--- config.mk ---
export PLATFORM = sky130hd
export DESIGN_NAME = ccastles_video_timing_flat
export DESIGN_NICKNAME = d
export VERILOG_FILES = /design/src/rtl/ccastles_video_timing_if.sv /design/src/rtl/ccastles_video_timing.sv /design/src/flat_wrapper.sv
export SDC_FILE = /design/constraint.sdc
export NUM_CORES = 1
export LEC_CHECK = 0
export ABC_AREA = 1
export CAP_MARGIN = 20
export CELL_PAD_IN_SITES_DETAIL_PLACEMENT = 1
export CELL_PAD_IN_SITES_GLOBAL_PLACEMENT = 1
export CORE_MARGIN = 2
export CORE_UTILIZATION = 25
export CTS_CLUSTER_SIZE = 20
export DETAILED_ROUTE_END_ITERATION = 16
export MAX_ROUTING_LAYER = met4
export PLACE_DENSITY = 0.56
export RECOVER_POWER = 100
export SYNTH_ARGS = -nofsm -noshare
export SYNTH_HDL_FRONTEND = slang
export SYNTH_SLANG_ARGS = --single-unit
--- constraint.sdc ---
create_clock -name clk -period 6.95 [get_ports clk]
set_input_delay 0.695 -clock clk [delete_from_list [all_inputs] [get_ports clk]]
set_output_delay 0.695 -clock clk [all_outputs]
set_load 0.03 [all_outputs]
--- src/rtl/ccastles_video_timing_if.sv ---
// rtl/ccastles_video_timing_if.sv - raster timing bundle between the timing generator and its consumers
//
// Purpose: groups the mode selects and the beam timing outputs of
// ccastles_video_timing so they travel as one port.
//   pal, scandouble        : mode selects, driven by the consumer side
//   ce_pix                 : one-clk pixel enable
//   hcnt, vcnt             : 9-bit horizontal pixel / vertical source-line counters
//   HBlank, HSync          : horizontal blank and active-high sync
//   VBlank, VSync          : vertical blank and active-high sync
//   line_start/frame_start : one-clk pulses when the counters return to zero
// modport master: the timing generator; modport slave: the video consumer.
interface ccastles_video_timing_if;
  logic       pal;
  logic       scandouble;
  logic       ce_pix;
  logic [8:0] hcnt;
  logic [8:0] vcnt;
  logic       HBlank;
  logic       HSync;
  logic       VBlank;
  logic       VSync;
  logic       line_start;
  logic       frame_start;

  modport master (
    input  pal, scandouble,
    output ce_pix, hcnt, vcnt, HBlank, HSync, VBlank, VSync, line_start, frame_start
  );

  modport slave (
    output pal, scandouble,
    input  ce_pix, hcnt, vcnt, HBlank, HSync, VBlank, VSync, line_start, frame_start
  );
endinterface

--- src/rtl/ccastles_video_timing.sv ---
// rtl/ccastles_video_timing.sv - Crystal Castles raster timing generator
//
// Purpose: derives the pixel enable from clk and keeps the horizontal and
// vertical beam counters plus blank/sync flags. NTSC/PAL and scandouble
// selections are latched only when the counters wrap to (0,0).
// Ports:
//   clk     : only clock
//   reset_n : synchronous active-low reset
//   vid     : ccastles_video_timing_if.master (pal/scandouble in; ce_pix,
//             hcnt, vcnt, HBlank, HSync, VBlank, VSync, line_start,
//             frame_start out)
module ccastles_video_timing #(
  parameter int CE_DIV        = 8,
  parameter int H_TOTAL       = 320,
  parameter int H_ACTIVE      = 256,
  parameter int HS_START      = 272,
  parameter int HS_LEN        = 24,
  parameter int V_ACTIVE      = 232,
  parameter int V_TOTAL_NTSC  = 262,
  parameter int V_TOTAL_PAL   = 312,
  parameter int VS_START_NTSC = 240,
  parameter int VS_START_PAL  = 264,
  parameter int VS_LEN        = 3
) (
  input logic                     clk,
  input logic                     reset_n,
  ccastles_video_timing_if.master vid
);

  localparam int DIV_W = $clog2(CE_DIV);
  localparam logic [DIV_W-1:0] DIV_LAST_NAT = DIV_W'(CE_DIV - 1);
  localparam logic [DIV_W-1:0] DIV_LAST_SD  = DIV_W'(CE_DIV / 2 - 1);
  localparam logic [8:0] H_LAST     = 9'(H_TOTAL - 1);
  localparam logic [8:0] H_ACT      = 9'(H_ACTIVE);
  localparam logic [9:0] HS_FIRST   = 10'(HS_START);
  localparam logic [9:0] HS_END     = 10'(HS_START + HS_LEN);
  localparam logic [8:0] V_ACT      = 9'(V_ACTIVE);
  localparam logic [8:0] V_LAST_N   = 9'(V_TOTAL_NTSC - 1);
  localparam logic [8:0] V_LAST_P   = 9'(V_TOTAL_PAL - 1);
  localparam logic [9:0] VS_FIRST_N = 10'(VS_START_NTSC);
  localparam logic [9:0] VS_FIRST_P = 10'(VS_START_PAL);
  localparam logic [9:0] VS_END_N   = 10'(VS_START_NTSC + VS_LEN);
  localparam logic [9:0] VS_END_P   = 10'(VS_START_PAL + VS_LEN);

  logic [DIV_W-1:0] div_q, div_d, div_last;
  logic             ce_pix_q, ce_pix_d;
  logic [8:0]       hcnt_q, hcnt_d, vcnt_q, vcnt_d;
  logic             rep_q, rep_d;
  logic             pal_l_q, pal_l_d, sd_l_q, sd_l_d;
  logic             hblank_q, hblank_d, hsync_q, hsync_d;
  logic             vblank_q, vblank_d, vsync_q, vsync_d;
  logic             line_start_q, line_start_d, frame_start_q, frame_start_d;
  logic             h_wrap, v_step, v_wrap;
  logic [9:0]       vs_first, vs_end;

  always_comb begin
    div_last = sd_l_q ? DIV_LAST_SD : DIV_LAST_NAT;
    div_d    = (div_q >= div_last) ? '0 : div_q + 1'b1;
    // Registered from div = D-1, so the pulse lands when div has just
    // returned to 0; the counters then move on the following edge.
    ce_pix_d = (div_q == div_last);

    h_wrap = ce_pix_q && (hcnt_q == H_LAST);
    // In scandouble each source line is output twice; rep marks the repeat.
    v_step = h_wrap && (!sd_l_q || rep_q);
    v_wrap = v_step && (vcnt_q == (pal_l_q ? V_LAST_P : V_LAST_N));

    hcnt_d = hcnt_q;
    if (ce_pix_q) hcnt_d = h_wrap ? 9'd0 : hcnt_q + 9'd1;

    rep_d = rep_q;
    if (h_wrap) rep_d = sd_l_q && !rep_q;

    vcnt_d = vcnt_q;
    if (v_step) vcnt_d = v_wrap ? 9'd0 : vcnt_q + 9'd1;

    // Mode selects are taken only at the (0,0) wrap, keeping a frame uniform.
    pal_l_d = v_wrap ? vid.pal        : pal_l_q;
    sd_l_d  = v_wrap ? vid.scandouble : sd_l_q;

    // Flags are derived from the next counter values so they are registered
    // together with the counters they describe.
    vs_first = pal_l_d ? VS_FIRST_P : VS_FIRST_N;
    vs_end   = pal_l_d ? VS_END_P   : VS_END_N;
    hblank_d = (hcnt_d >= H_ACT);
    hsync_d  = ({1'b0, hcnt_d} >= HS_FIRST) && ({1'b0, hcnt_d} < HS_END);
    vblank_d = (vcnt_d >= V_ACT);
    vsync_d  = ({1'b0, vcnt_d} >= vs_first) && ({1'b0, vcnt_d} < vs_end);

    line_start_d  = h_wrap;
    frame_start_d = v_wrap;
  end

  always_ff @(posedge clk) begin
    if (!reset_n) begin
      div_q         <= '0;
      ce_pix_q      <= 1'b0;
      hcnt_q        <= '0;
      vcnt_q        <= '0;
      rep_q         <= 1'b0;
      pal_l_q       <= vid.pal;
      sd_l_q        <= vid.scandouble;
      hblank_q      <= 1'b0;
      hsync_q       <= 1'b0;
      vblank_q      <= 1'b0;
      vsync_q       <= 1'b0;
      line_start_q  <= 1'b0;
      frame_start_q <= 1'b0;
    end else begin
      div_q         <= div_d;
      ce_pix_q      <= ce_pix_d;
      hcnt_q        <= hcnt_d;
      vcnt_q        <= vcnt_d;
      rep_q         <= rep_d;
      pal_l_q       <= pal_l_d;
      sd_l_q        <= sd_l_d;
      hblank_q      <= hblank_d;
      hsync_q       <= hsync_d;
      vblank_q      <= vblank_d;
      vsync_q       <= vsync_d;
      line_start_q  <= line_start_d;
      frame_start_q <= frame_start_d;
    end
  end

  assign vid.ce_pix      = ce_pix_q;
  assign vid.hcnt        = hcnt_q;
  assign vid.vcnt        = vcnt_q;
  assign vid.HBlank      = hblank_q;
  assign vid.HSync       = hsync_q;
  assign vid.VBlank      = vblank_q;
  assign vid.VSync       = vsync_q;
  assign vid.line_start  = line_start_q;
  assign vid.frame_start = frame_start_q;

endmodule

--- src/flat_wrapper.sv ---
// flat-port wrapper written by rule: the top's interface ports become plain ports
module ccastles_video_timing_flat 
#(
  parameter int CE_DIV        = 8,
  parameter int H_TOTAL       = 320,
  parameter int H_ACTIVE      = 256,
  parameter int HS_START      = 272,
  parameter int HS_LEN        = 24,
  parameter int V_ACTIVE      = 232,
  parameter int V_TOTAL_NTSC  = 262,
  parameter int V_TOTAL_PAL   = 312,
  parameter int VS_START_NTSC = 240,
  parameter int VS_START_PAL  = 264,
  parameter int VS_LEN        = 3
)
  (clk, reset_n, vid_pal, vid_scandouble, vid_ce_pix, vid_hcnt, vid_vcnt, vid_HBlank, vid_HSync, vid_VBlank, vid_VSync, vid_line_start, vid_frame_start);
  ccastles_video_timing_if vid_i ();
  input logic clk;
  input logic reset_n;
  input wire logic [$bits(vid_i.pal)-1:0] vid_pal;
  input wire logic [$bits(vid_i.scandouble)-1:0] vid_scandouble;
  output wire logic [$bits(vid_i.ce_pix)-1:0] vid_ce_pix;
  output wire logic [$bits(vid_i.hcnt)-1:0] vid_hcnt;
  output wire logic [$bits(vid_i.vcnt)-1:0] vid_vcnt;
  output wire logic [$bits(vid_i.HBlank)-1:0] vid_HBlank;
  output wire logic [$bits(vid_i.HSync)-1:0] vid_HSync;
  output wire logic [$bits(vid_i.VBlank)-1:0] vid_VBlank;
  output wire logic [$bits(vid_i.VSync)-1:0] vid_VSync;
  output wire logic [$bits(vid_i.line_start)-1:0] vid_line_start;
  output wire logic [$bits(vid_i.frame_start)-1:0] vid_frame_start;
  assign vid_i.pal = vid_pal;
  assign vid_i.scandouble = vid_scandouble;
  assign vid_ce_pix = vid_i.ce_pix;
  assign vid_hcnt = vid_i.hcnt;
  assign vid_vcnt = vid_i.vcnt;
  assign vid_HBlank = vid_i.HBlank;
  assign vid_HSync = vid_i.HSync;
  assign vid_VBlank = vid_i.VBlank;
  assign vid_VSync = vid_i.VSync;
  assign vid_line_start = vid_i.line_start;
  assign vid_frame_start = vid_i.frame_start;
  ccastles_video_timing #(.CE_DIV(CE_DIV), .H_TOTAL(H_TOTAL), .H_ACTIVE(H_ACTIVE), .HS_START(HS_START), .HS_LEN(HS_LEN), .V_ACTIVE(V_ACTIVE), .V_TOTAL_NTSC(V_TOTAL_NTSC), .V_TOTAL_PAL(V_TOTAL_PAL), .VS_START_NTSC(VS_START_NTSC), .VS_START_PAL(VS_START_PAL), .VS_LEN(VS_LEN)) u_core (.clk(clk), .reset_n(reset_n), .vid(vid_i));
endmodule
==> results by group <==
Run status
  – Outcome: finished clean

Cells and area
  – Most frequent cells in the layout: nand2_1 (55), nor2_1 (43), inv_1 (33)
  – Area of the multi-input gates: 872 µm²
  – Fraction of layout cells with a size suffix above 1: 7.04%
  – Register Area: 631 µm²
  – FILL cells: 830
  – Fin nets: approximately 280
  – Area growth syn-to-layout: 25.4%
  – Commonest non-fill, non-tap cell in the layout: nand2_1
  – Number of diodes: 0

STA
  – Setup Skew: 0.0112 ns
  – Max-slew violations: 0
  – WHS: approximately 0.45 ns
  – Rel. slew slack: between 50 and 60%
  – Final worst-path cycle share: between 40% and 50%
  – Max Freq: 0.301 GHz
  – Final worst path period need: between 3 and 4 ns
  – Worst-Margin Slew: slightly above 0.7 ns
  – RSZ-0062 raised after global routing: false
  – Setup_tns: 0 ns
  – Final hold viol count: 0
  – Setup Viol. Count Final: 0

Power and ir drop
  – Lkg Pwr: ~1.1 nW
  – NetSw: about 0.000095 W
  – Internal: between 0.0003 and 0.0004 W
  – Gate power share: under 10%
  – Switching Share: a little under a quarter
  – Power density over the cells: around 190 nW/µm²
  – Worst VDD drop: 83.8 µV
  – Total power: just over 0.0004 W
  – Clock Power Share: between 40% and 50%
  – Flop pwr share: around 46%

Place
  – Routability Congestion: ~0.8
  – Port Buffer Count: 28
  – Hpwl dp: around 3400 µm

Min path
  – Hold depth: 1
  – Worst hold-check path type: flop to flop

Clock tree
  – Post-CTS setup buffers: 0
  – CTS Buffer Depth: 2
  – CTS buffer count: 5
  – CTS tree: done
  – Hold buffer count at CTS: 0
  – Worst-path clk slew: around 0.070 ns
  – H-Tree Depth: 2
  – Clock root buffer: clkbuf_8
  – Clock sink total: 31
  – Clock latency at the later pin of the worst-skew pair: 0.29 ns
  – PostCTS Resize Cnt: 0

Synthesis
  – Post-synthesis register bit count: 31
  – Largest family of logic cells by synthesized area: simple AND/OR/NAND/NOR gates
  – Proportion of synthesized area in mux cells: 0%
  – Syn Inst Count: roughly 240
  – Fraction of registers with async set/reset: 0%
  – Number of synthesized flops with an enable pin: 1
  – Top-area cell type share of the netlist area: between 30% and 40%
  – Post-synthesis compound-gate area fraction: 6.76%
  – Sequential area share after synthesis: between 30% and 40%
  – Synth area leaders: dfxtp_1 (35%), nand2_1 (12%), nor2_1 (8.8%)
  – Syn Area/Cell: slightly above 7 µm²
  – Post-synthesis xor/xnor area fraction: between 4 and 5%
  – Fraction of the mapped netlist area in adder cells: 8.08%
  – Cell taking the most area after synthesis: dfxtp_1
  – Cell Area, Synth: between 1500 and 2000 µm²
  – Syn nets: around 250
  – Simple-gate share of the synthesized area: a little over a third
  – Synth Warn #: 0
  – Top FF cell, synth: dfxtp_1
  – Synth cell types: 31

Global route
  – Global Route Usage Sum: 13.7%
  – Largest net degree at the start of global routing: 19
  – Vias in the first global route: 1634
  – GR Overflow Total: 0
  – Antenna violations before repair: 0
  – First-pass GRT wire length: about 7700 µm

Drt
  – DR vias: about 1.6k
  – Remaining DRCs: 0
  – Wire per inst: ~12 µm
  – 1st-iter DRT viols: 38
  – Post-route ant nets: 0
  – Initial DRT Pass Iterations: 4
  – Via/cell ratio: between 4 and 5
  – Final wirelength: ~4300 µm

Floorplan
  – Core area: 6680 µm²
  – Chip width: around 87 µm
  – Chip Height: ~87 µm
  – Rows: 30
  – IO Count: 29
  – Die Area: 7490 µm²
  – Initial Util: roughly a quarter

Worst setup path
  – Startpoint Class: flop
  – Crit Path Category: flop to flop
  – Worst r2r path cells: 14
  – CP Data Required Time: ~7 ns
  – Critical path fanouts, max: 10
  – Crit path capture type: flop
  – WP data arrival: around 3.6 ns

Job
  – Max cap viols: 0
==> layout make-up <==
type / instances / share of cell area [%]
Clock buffer: 6 / 3.87
Clock inverter: 2 / 1.64
Sequential cell: 31 / 29.5
Tap cell: 80 / 4.69
Multi-Input combinational cell: 167 / 40.8
Timing Repair Buffer: 28 / 13.1
Inverter: 36 / 6.33
==> worst max-delay path, cell delays in order (launching register included) <==
cell and delay [ns]:
dfxtp_1 0.38, ha_1 0.16, nand2_1 0.08, nor2_1 0.37, nand3_1 0.31, nor2_1 0.62
o21ai_0 0.27, nand2_1 0.14, inv_1 0.06, ha_1 0.19, nor3_1 0.18, nand4_1 0.13
nor4_1 0.20, nand2_1 0.08, nor2_1 0.09
==> cell usage after synthesis, drive strengths merged (2+ instances only) <==
master / count
a21oi: 5
a31o: 2
dfxtp: 30
ha: 11
inv: 35
nand2: 59
nand3: 15
nand4: 5
nor2: 44
nor3: 2
o21ai: 9
xor2: 8
==> power groups by stage <==
stage          logic [W]  registers, W  clock network, W
2_1_floorplan  0.0000181      0.000195                 0
3_3_place_gp   0.0000312      0.000192                 0
3_5_place_dp   0.0000326      0.000192                 0
4_1_cts        0.0000328      0.000188          0.000196
5_1_grt        0.0000357      0.000189          0.000203
6_report       0.0000301      0.000188          0.000188
==> routing by layer <==
| layer | vias up | wire (µm) | track usage, % |
|---|---|---|---|
| li1 | 803 | - | - |
| met1 | 736 | 2030 | 16.3 |
| met2 | 25 | 2080 | 22.8 |
| met3 | 7 | 140 | 3.14 |
| met4 | 0 | 69 | 4.83 |
| met5 | - | 0 | - |
==> state kept, by name, indices dropped and copies added (netlist names) <==
signal                  cells
u_core.vid.HBlank           1
u_core.vid.ce_pix           1
u_core.vid.frame_start      1
u_core.vid.VBlank           1
u_core.vid.line_start       1
u_core.vid.HSync            1
u_core.div_q                3
u_core.rep_q                1
u_core.vid.hcnt             9
u_core.sd_l_q               1
u_core.pal_l_q              1
u_core.vid.vcnt             9
u_core.vid.VSync            1
==> per-stage QoR <==
step	instances	setup WS [ns]	area, µm²	util, %
global placement	342	4.24	2070	31.0
global route	350	3.11	2140	32.0
detailed placement	342	4.27	2070	31.0
CTS	350	4.24	2190	32.8
floorplan	236	4.46	1700	-
finish	350	3.63	2140	32.0
==> worst paths after layout <==
path                                          from          endpoint  slack [ns]
worst min register to register     u_core.div_q[0]   u_core.div_q[0]        0.45
worst max-delay path            u_core.vid.hcnt[1]  u_core.vid.VSync        3.63
worst max register to register  u_core.vid.hcnt[1]  u_core.vid.VSync        3.63
worst min-delay path               u_core.div_q[0]   u_core.div_q[0]        0.45
==> cell families (layout without fill, tap and decap cells) <==
group,count (synthesis),after routing
AO/OA/AOI/OAI,19,19
buffers and inverters,38,72
flip-flops,31,31
AND/OR/NAND/NOR,128,128
adder cells (fa/ha/maj),11,11
XOR/XNOR,9,9
No activity file was read; power rests on OpenSTA's default activity.
